**config.mk**
```make
export PLATFORM = sky130hd
export DESIGN_NAME = pc_seq
export DESIGN_NICKNAME = d
export VERILOG_FILES = /design/src/rtl/pc_seq_pkg.sv /design/src/rtl/pc_seq_ret_stack.sv /design/src/rtl/pc_seq.sv
export SDC_FILE = /design/constraint.sdc
export NUM_CORES = 1
export LEC_CHECK = 0
export CORE_ASPECT_RATIO = 0.7
export CORE_MARGIN = 8
export CORE_UTILIZATION = 44
export CTS_CLUSTER_DIAMETER = 80
export DETAILED_ROUTE_END_ITERATION = 10
export PLACE_DENSITY = 0.91
export SYNTH_ARGS = -nofsm -noshare
export SYNTH_HDL_FRONTEND = slang
export SYNTH_SLANG_ARGS = --single-unit
```
**constraint.sdc**
```tcl
create_clock -name i_CLK -period 4.3 [get_ports i_CLK]
set_input_delay 0.645 -clock i_CLK [delete_from_list [all_inputs] [get_ports i_CLK]]
set_output_delay 0.645 -clock i_CLK [all_outputs]
set_load 0.1 [all_outputs]
```
**src/rtl/pc_seq_pkg.sv**
```systemverilog
// ---------------------------------------------------------------------------
// pc_seq_pkg
// Shared definitions for the program-counter sequencer and the control
// store that drives it.
//
// Contents:
//   pcmux_e               next-PC select encodings driven on i_PCMUX
//   PC_RESET_VEC_DEFAULT  default PC value loaded on reset
//   pcmux_legal()         true for the five defined select codes
// ---------------------------------------------------------------------------
package pc_seq_pkg;

  // Next-PC source select. Codes 101-111 are illegal.
  typedef enum logic [2:0] {
    PCMUX_PC1    = 3'b000,
    PCMUX_BUS    = 3'b001,
    PCMUX_ADDER  = 3'b010,
    PCMUX_VECTOR = 3'b011,
    PCMUX_RETURN = 3'b100
  } pcmux_e;

  // LC-3 user programs conventionally start at x3000.
  localparam logic [15:0] PC_RESET_VEC_DEFAULT = 16'h3000;

  function automatic logic pcmux_legal(input logic [2:0] sel);
    return (sel <= 3'(PCMUX_RETURN));
  endfunction

endpackage

```
**src/rtl/pc_seq_ret_stack.sv**
```systemverilog
// ---------------------------------------------------------------------------
// pc_ret_stack
// Parametrised LIFO holding return addresses for vectored entries.
//
// Parameters:
//   WIDTH        entry width in bits
//   STACK_DEPTH  number of entries (power of two, >= 2)
//
// Ports:
//   i_CLK      clock, rising edge
//   i_RST_N    synchronous active-low reset (clears depth only)
//   i_Push     write i_Data on top of the stack (ignored when full)
//   i_Pop      discard the top entry (ignored when empty)
//   i_Data     value to push
//   o_Top      current top-of-stack entry (don't-care when empty)
//   o_Depth    number of occupied entries, 0..STACK_DEPTH
//   o_Full     depth == STACK_DEPTH
//   o_Empty    depth == 0
// ---------------------------------------------------------------------------
module pc_ret_stack #(
  parameter int WIDTH       = 16,
  parameter int STACK_DEPTH = 4,
  localparam int AW = $clog2(STACK_DEPTH),
  localparam int DW = $clog2(STACK_DEPTH) + 1
) (
  input  logic             i_CLK,
  input  logic             i_RST_N,
  input  logic             i_Push,
  input  logic             i_Pop,
  input  logic [WIDTH-1:0] i_Data,
  output logic [WIDTH-1:0] o_Top,
  output logic [DW-1:0]    o_Depth,
  output logic             o_Full,
  output logic             o_Empty
);

  logic [WIDTH-1:0] r_Mem [STACK_DEPTH];
  logic [DW-1:0]    r_Depth;
  logic [AW-1:0]    w_WrIdx;
  logic [AW-1:0]    w_TopIdx;
  logic             w_DoPush;
  logic             w_DoPop;

  assign o_Full  = (r_Depth == DW'(STACK_DEPTH));
  assign o_Empty = (r_Depth == '0);

  // Depth is a power of two, so the low AW bits of the count address the
  // next free slot; at full depth they wrap to 0 and the top index
  // (count - 1) still lands on the last slot.
  assign w_WrIdx  = r_Depth[AW-1:0];
  assign w_TopIdx = r_Depth[AW-1:0] - AW'(1);

  assign w_DoPush = i_Push && !o_Full;
  assign w_DoPop  = i_Pop && !o_Empty;

  assign o_Top   = r_Mem[w_TopIdx];
  assign o_Depth = r_Depth;

  always_ff @(posedge i_CLK) begin
    if (!i_RST_N) begin
      r_Depth <= '0;
    end else if (w_DoPush) begin
      r_Depth <= r_Depth + DW'(1);
    end else if (w_DoPop) begin
      r_Depth <= r_Depth - DW'(1);
    end
  end

  // Storage needs no reset: entries above the pointer are never read.
  always_ff @(posedge i_CLK) begin
    if (i_RST_N && w_DoPush) begin
      r_Mem[w_WrIdx] <= i_Data;
    end
  end

endmodule

```
**src/rtl/pc_seq.sv**
```systemverilog
// ---------------------------------------------------------------------------
// pc_seq
// Program-counter sequencer for the LC-3 style datapath. Holds the PC,
// selects the next PC from PC+1 / bus / address adder / vector / return
// stack under control-store command, and flags misuse in a sticky error.
//
// Build option:
//   PC_STACK_EN  when defined, a hardware return-address stack is present:
//                VECTOR pushes the current PC, RETURN pops into the PC.
//                When undefined, VECTOR only loads the vector, RETURN
//                loads from the bus, and the stack outputs read as an
//                always-empty stack.
//
// Parameters:
//   WIDTH        PC/address width (>= 4)
//   RESET_VEC    PC value after reset
//   STACK_DEPTH  return-stack entries (power of two, >= 2)
//
// Ports:
//   i_CLK        clock, rising edge
//   i_RST_N      synchronous active-low reset
//   i_LD_PC      load enable; when low everything holds
//   i_PCMUX      next-PC select (see pc_seq_pkg::pcmux_e)
//   i_Bus        bus value
//   i_Addr       address-adder output
//   i_Vector     trap/interrupt vector
//   i_Clr_Err    clears o_Err (a same-cycle new error takes priority)
//   o_PC         current PC
//   o_PC_Plus1   PC + 1
//   o_Depth      occupied stack entries
//   o_Empty      stack empty
//   o_Full       stack full
//   o_Err        sticky error: illegal select, push on full, pop on empty
// ---------------------------------------------------------------------------
module pc_seq
  import pc_seq_pkg::*;
#(
  parameter int               WIDTH       = 16,
  parameter logic [WIDTH-1:0] RESET_VEC   = WIDTH'(PC_RESET_VEC_DEFAULT),
  parameter int               STACK_DEPTH = 4,
  localparam int DW = $clog2(STACK_DEPTH) + 1
) (
  input  logic             i_CLK,
  input  logic             i_RST_N,
  input  logic             i_LD_PC,
  input  logic [2:0]       i_PCMUX,
  input  logic [WIDTH-1:0] i_Bus,
  input  logic [WIDTH-1:0] i_Addr,
  input  logic [WIDTH-1:0] i_Vector,
  input  logic             i_Clr_Err,
  output logic [WIDTH-1:0] o_PC,
  output logic [WIDTH-1:0] o_PC_Plus1,
  output logic [DW-1:0]    o_Depth,
  output logic             o_Empty,
  output logic             o_Full,
  output logic             o_Err
);

  logic [WIDTH-1:0] r_PC;
  logic             r_Err;
  logic [WIDTH-1:0] w_NextPC;
  logic [WIDTH-1:0] w_PCPlus1;
  logic             w_ErrSet;

  assign w_PCPlus1 = r_PC + WIDTH'(1);

`ifdef PC_STACK_EN
  logic             w_Push;
  logic             w_Pop;
  logic [WIDTH-1:0] w_Top;
  logic [DW-1:0]    w_Depth;
  logic             w_Full;
  logic             w_Empty;

  // The current PC is pushed, so a RETURN resumes at the instruction
  // that was about to execute when the vector was taken.
  pc_ret_stack #(
    .WIDTH       (WIDTH),
    .STACK_DEPTH (STACK_DEPTH)
  ) u_ret_stack (
    .i_CLK   (i_CLK),
    .i_RST_N (i_RST_N),
    .i_Push  (w_Push),
    .i_Pop   (w_Pop),
    .i_Data  (r_PC),
    .o_Top   (w_Top),
    .o_Depth (w_Depth),
    .o_Full  (w_Full),
    .o_Empty (w_Empty)
  );

  assign o_Depth = w_Depth;
  assign o_Empty = w_Empty;
  assign o_Full  = w_Full;
`else
  assign o_Depth = '0;
  assign o_Empty = 1'b1;
  assign o_Full  = 1'b0;
`endif

  // Next-PC selection and error detection. With the load enable low the
  // select is ignored entirely, so nothing can raise an error.
  always_comb begin
    w_NextPC = r_PC;
    w_ErrSet = 1'b0;
`ifdef PC_STACK_EN
    w_Push   = 1'b0;
    w_Pop    = 1'b0;
`endif
    if (i_LD_PC) begin
      if (!pcmux_legal(i_PCMUX)) begin
        w_ErrSet = 1'b1;
      end else begin
        case (i_PCMUX)
          PCMUX_PC1:    w_NextPC = w_PCPlus1;
          PCMUX_BUS:    w_NextPC = i_Bus;
          PCMUX_ADDER:  w_NextPC = i_Addr;
          PCMUX_VECTOR: begin
            // A full stack still takes the vector; only the push is lost.
            w_NextPC = i_Vector;
`ifdef PC_STACK_EN
            if (w_Full) begin
              w_ErrSet = 1'b1;
            end else begin
              w_Push = 1'b1;
            end
`endif
          end
          PCMUX_RETURN: begin
`ifdef PC_STACK_EN
            if (w_Empty) begin
              w_ErrSet = 1'b1;
            end else begin
              w_NextPC = w_Top;
              w_Pop    = 1'b1;
            end
`else
            // Without the stack, returns come back through memory on the bus.
            w_NextPC = i_Bus;
`endif
          end
          default: w_ErrSet = 1'b1;
        endcase
      end
    end
  end

  // A new error in the same cycle as a clear leaves the flag set.
  always_ff @(posedge i_CLK) begin
    if (!i_RST_N) begin
      r_PC  <= RESET_VEC;
      r_Err <= 1'b0;
    end else begin
      r_PC <= w_NextPC;
      if (w_ErrSet) begin
        r_Err <= 1'b1;
      end else if (i_Clr_Err) begin
        r_Err <= 1'b0;
      end
    end
  end

  assign o_PC       = r_PC;
  assign o_PC_Plus1 = w_PCPlus1;
  assign o_Err      = r_Err;

endmodule

```
==> results.toml, run 1 <==
[placed_design]
globalplace.congestion = 0.898
hpwl_um = 4940
dp_slack_ps = 1210
io_buffer_count = 87

[cts]
clock_path_buffers = 2
postCtsSetupBuffers = 0
cts_buffers = 3
cts-root-buf = "clkbuf_8"
cts.htree.levels = 1
clock_latency_ps = 270
cts_sinks = 17
cts_tree = "built"
clk_pin_slew_ps = 80
cts_hold_buf = 0
post_cts_resized = 0

[setup_path]
rr_worst_depth = 5
crit_path_start_kind = "flip-flop"
rr_startpoint = "o_PC[0]"
worstPathMaxFanout = 8
reg2reg_to = "o_PC[14]"
worst-setup-path-type = "reg -> out"
worstPathArrival_ps = 2760
endpoint_kind = "output port"
reg2reg_slack_ps = 2330
critical_path_required_ps = 3650

[route]
initialDrtViolationCount = 211
drc_errors = 0
via_per_inst = 5.82
first_pass_iters = 4
vias = 2107
routedWlPerCell_um = 17.5
drt_wl_total_um = 6330
ant_nets = 0

[die]
start_util = 0.461
rows = 19
die-area_sq_mm = 0.00648
core_area_sq_mm = 0.00395
die_x_um = 92.9
dieHeight_um = 69.8
ios = 93

[grt]
gr-total-overflow = 0
grt_max_degree = 38
grt_pass1_vias = 2042
antenna_found_initial = 0
track_usage = 0.187
grt_pass1_wl_um = 10100

[synth]
ys_types = 54
seq_area_frac_synth = 0.187
netlist_area_sq_mm = 0.00182
async_reset_ff_frac = 0
ys_warn_count = 0
synth_flop_cell = "dfxtp_1"
synthCells = 240
syn_avg_cell_area_sq_um = 7.58
ys_ff_latch = 17
synth_edf_count = 0

[sta]
grt_setup_unrepaired = "false"
slew_viol_final = 0
skew_ps = 9.82
layout_setup_ws_ps = 895
fmax_ghz = 0.294
relSlewSlack = 0.333
setup_viol = 0
hold_viol_final = 0
tns_ps = 0
fin_crit_ps = 3410
post-route-period-util = 0.792
worstMarginPinSlew_ps = 997

[pwr]
leakagePower_nw = 1.02
power.density_mw_per_mm2 = 272
ir_worst_vdd_uv = 220

[finish]
layout_commonest_cell = "clkdlybuf4s50_1"
finish.utilization = 0.676
layout_common_cells = "clkdlybuf4s50_1, o21ai_0, dfxtp_1, nor2_1, nand2_1"
syn_to_final_growth_pct = 46.7
antennaDiodeCount = 0
nets = 367
drive_gt1_frac = 0.0903

[hold_path]
hold_class = "reg -> reg"
hold_depth = 2
min_from = "o_PC[3]"
whs_endpoint = "o_PC[3]"

[job]
maxCapViolations = 0

[status]
status = "completed"
==> metal layers <==
metal,wire (um),share of wire,global-route usage,vias to the layer above
li1,-,-,-,1027
met1,2750,0.43,0.235,974
met2,2880,0.45,0.293,98
met3,629,0.099,0.0735,8
met4,78,0.012,0.0374,0
met5,0,0,0,-
==> logic make-up (layout without fill, tap and decap cells) <==
family,count (synthesis),in the layout,synth area share
flip-flops,17,17,0.187
XOR/XNOR,11,11,0.0530
buffers and inverters,36,103,0.102
other,2,5,0.00413
multiplexers,8,8,0.0454
adder cells (fa/ha/maj),9,9,0.0509
AND/OR/NAND/NOR,78,78,0.256
AO/OA/AOI/OAI,79,79,0.302
==> state kept, by name (all words and copies together) (netlist names) <==
| register | flops |
|---|---|
| o_PC | 16 |
| o_Err | 1 |
==> report_power, final <==
group | internal [mW] | switching (mW) | total, mW
combinational | 0.130 | 0.275 | 0.405
sequential | 0.169 | 0.0225 | 0.192
clock | 0.0646 | 0.0631 | 0.128
==> worst max-delay path by stage <==
| stage | cells past startpoint | slack [ps] | to | from |
|---|---|---|---|---|
| 2_1_floorplan | 4 | 240 | o_PC_Plus1[13] | o_PC[3] |
| 3_3_place_gp | 5 | 1290 | o_PC_Plus1[6] | o_PC[0] |
| 3_5_place_dp | 5 | 1210 | o_PC_Plus1[6] | o_PC[0] |
| 4_1_cts | 5 | 920 | o_PC_Plus1[6] | o_PC[0] |
| 5_1_grt | 5 | 710 | o_PC_Plus1[6] | o_PC[0] |
| 6_report | 5 | 890 | o_PC_Plus1[10] | o_PC[0] |
==> cells in the mapped netlist, types with 4 or more instances <==
master	n	area, sq um
maj3_1	8	80.1
dfxtp_1	17	340
o22ai_1	7	43.8
o21a_1	7	52.6
nand2_1	11	41.3
nand3_1	6	30.0
mux2i_1	6	60.1
o211a_1	4	40.0
nor2_1	13	48.8
nor4bb_1	4	40.0
a31oi_1	5	31.3
o21ai_0	18	90.1
a21oi_1	10	50.1
nand4_1	5	31.3
inv_1	9	33.8
and4_1	4	35.0
o22a_1	4	35.0
xnor2_1	5	43.8
buf_2	10	50.1
xor2_1	6	52.6
nand3b_1	5	37.5
nor4_1	5	31.3
or2_2	8	50.1
buf_4	6	45.0
clkbuf_1	9	33.8
==> final cells by class <==
type / count / area (sq um)
clock inverter: 1 / 5.00
timing repair buffer: 90 / 878
multi-input combinational: 190 / 1310
fill: 373 / 1280
inverter: 9 / 33.8
sequential: 17 / 340
clock buffer: 3 / 41.3
tap: 52 / 65.1
==> worst max-delay path, stage by stage, from the launching register on <==
cell and delay, ps:
dfxtp_1 470, ha_1 280, nand4_1 170, nor4_1 270
or2_2 170, clkdlybuf4s50_1 1120
==> stage by stage <==
step,instance area (sq um),hold slack [ps],instances,power (mW)
floorplan,1830,884,243,0.490
global placement,2620,572,358,0.594
detailed placement,2620,584,358,0.600
CTS,2670,600,362,0.725
global route,2670,650,362,0.757
finish,2670,610,362,0.725
(Power assumes the default switching activity.)
==> inputs of run 2 (changes only) <==
--- a/config.mk
+++ b/config.mk
@@ -7,10 +7,10 @@
 export LEC_CHECK = 0
 export CORE_ASPECT_RATIO = 0.7
 export CORE_MARGIN = 8
-export CORE_UTILIZATION = 44
+export CORE_UTILIZATION = 37
 export CTS_CLUSTER_DIAMETER = 80
 export DETAILED_ROUTE_END_ITERATION = 10
-export PLACE_DENSITY = 0.91
+export PLACE_DENSITY = 0.82
 export SYNTH_ARGS = -nofsm -noshare
 export SYNTH_HDL_FRONTEND = slang
 export SYNTH_SLANG_ARGS = --single-unit
==> constraint.sdc (replaced) <==
create_clock -name i_CLK -period 2.98 [get_ports i_CLK]
set_input_delay 0.447 -clock i_CLK [delete_from_list [all_inputs] [get_ports i_CLK]]
set_output_delay 0.447 -clock i_CLK [all_outputs]
set_load 0.1 [all_outputs]
==> run 2 against run 1 <==
Global-route usage shrank 1.2 points. Power grew 48%. Worst setup slack lost 620 ps. Core utilization shrank 7.9 points. Design area grew 6.4%. Via count grew 1.6%. First-iteration DRC count grew 7.6%. Sequential power grew 49%. Highest routed layer unchanged.
==> results.toml, run 2 (synthesized netlist as in run 1, its figures left out) <==
[status]
status = "completed"

[cts]
clk_pin_slew_ps = 80
clock_latency_ps = 270
cts_sinks = 17
cts_hold_buf = 0
cts-root-buf = "clkbuf_8"
cts_tree = "built"
cts_buffers = 3
cts.htree.levels = 1
clock_path_buffers = 2
post_cts_resized = 0
postCtsSetupBuffers = 0

[pwr]
finalPower_mw = 1.07
p_int_mw = 0.538
combPwrFrac = 0.560
pwr-share-clk = 0.173
seq_power_share = 0.267
ir_worst_vdd_uv = 212
sw_frac_of_total = 0.497
power.density_mw_per_mm2 = 377
leakagePower_nw = 1.16
p_switching_mw = 0.533

[die]
ios = 93
core_area_sq_mm = 0.00476
start_util = 0.383
rows = 21
dieHeight_um = 74.7
die-area_sq_mm = 0.00745
die_x_um = 99.8

[sta]
relSlewSlack = 0.539
worstMarginPinSlew_ps = 685
grt_setup_unrepaired = "false"
layout_setup_ws_ps = 274
hold_viol_final = 0
fin_hold_ws_ps = 554
fmax_ghz = 0.370
slew_viol_final = 0
setup_viol = 0
fin_crit_ps = 2710
skew_ps = 6.09
tns_ps = 0
post-route-period-util = 0.908

[route]
via_per_inst = 5.56
highest_layer = "met4"
drc_errors = 0
first_pass_iters = 4
vias = 2141
route.met3.wl_um = 568
drt_wl_total_um = 6660
initialDrtViolationCount = 227
ant_nets = 0
met2_wirelength_um = 3120
routedWlPerCell_um = 17.3
m1WireLength_um = 2950

[finish]
antennaDiodeCount = 0
syn_to_final_growth_pct = 56.1
layout_commonest_cell = "clkdlybuf4s50_1"
fillers = 427
largest_reg_flops = 16
layout_common_cells = "clkdlybuf4s50_1, buf_4, o21ai_0, nor2_1, nand2_1"
nets = 373
finish.utilization = 0.597
drive_gt1_frac = 0.256

[grt]
track_usage = 0.175
antenna_found_initial = 0
grt_pass1_wl_um = 10600
grt_max_degree = 36
gr-total-overflow = 0
grt_pass1_vias = 2104

[setup_path]
worst-setup-path-type = "reg -> out"
worstPathMaxFanout = 8
crit_path_start_kind = "flip-flop"
critical-path-max-stage-delay_ps = 440
crit_chain = "ha_1 > nand3_1 > nor4_1 > buf_4 > xor2_4 > buf_12"
path_depth = 6
reg2reg_slack_ps = 960
endpoint_kind = "output port"
cpMaxStageDelayCell = "nor4_1"
worstPathArrival_ps = 2260
path_buf_inv = 2
rr_worst_depth = 6
critical_path_required_ps = 2530
critical_path.top_delay_family = "simple AND/OR/NAND/NOR gates"

[hold_path]
hold_class = "reg -> reg"
hold_depth = 2

[placed_design]
hpwl_um = 5240
dp_slack_ps = 569
io_buffer_count = 87
globalplace.congestion = 0.854

[job]
maxCapViolations = 0
==> run 2: changes by cell type in the layout (fill, tap and decap cells not counted), moves of 10 or more <==
cell | before | now
buf_4 | 9 | 38
clkdlybuf4s50_1 | 81 | 54
dfxtp_1 | 17 | 7
dfxtp_2 | 0 | 10
==> run 2: routing by layer <==
| layer | vias to the layer above | GRT usage |
|---|---|---|
| met3 | 3 | 0.0545 |
| met2 | 88 | 0.293 |
| met4 | 0 | 0.0184 |
| met5 | - | 0 |
| met1 | 1011 | 0.223 |
| li1 | 1039 | - |
==> run 2: worst paths after layout <==
path                          to  startpoint
hold / removal           o_PC[3]     o_PC[3]
setup / recovery  o_PC_Plus1[14]     o_PC[0]
setup reg to reg        o_PC[14]     o_PC[0]
hold reg to reg          o_PC[3]     o_PC[3]
==> run 2: per-stage QoR <==
| stage | std cells | cell area (sq um) |
|---|---|---|
| 4_1_cts | 385 | 2840 |
| 6_report | 385 | 2840 |
| 2_1_floorplan | 243 | 1950 |
| 3_5_place_dp | 381 | 2790 |
| 3_3_place_gp | 381 | 2790 |
| 5_1_grt | 385 | 2840 |
==> run 2: cell type report <==
cell class / count / area (sq um) / share of cell area
well taps: 69 / 86.3 / 0.0304
clock inverters: 1 / 5.00 / 0.00176
multi-input cells: 190 / 1410 / 0.498
inverters: 9 / 33.8 / 0.0119
flip-flops and latches: 17 / 353 / 0.124
repair buffers: 96 / 906 / 0.319
clock buffers: 3 / 41.3 / 0.0145
==> run 2: worst register-to-register path, delay by kind of cell (launching register included) <==
| family | cells | cell delay (ps) |
|---|---|---|
| compound gates | 1 | 170 |
| xor+xnor | 1 | 190 |
| fa+ha+maj | 1 | 270 |
| buf+inv | 1 | 210 |
| flops | 1 | 410 |
| simple gates | 2 | 730 |
==> run 2: power by group through the flow <==
stage / logic [mW] / registers (mW) / clock network, mW
global route: 0.628 / 0.290 / 0.201
CTS: 0.601 / 0.285 / 0.189
detailed placement: 0.599 / 0.290 / 0
finish: 0.600 / 0.286 / 0.185
global placement: 0.596 / 0.289 / 0
floorplan: 0.325 / 0.397 / 0
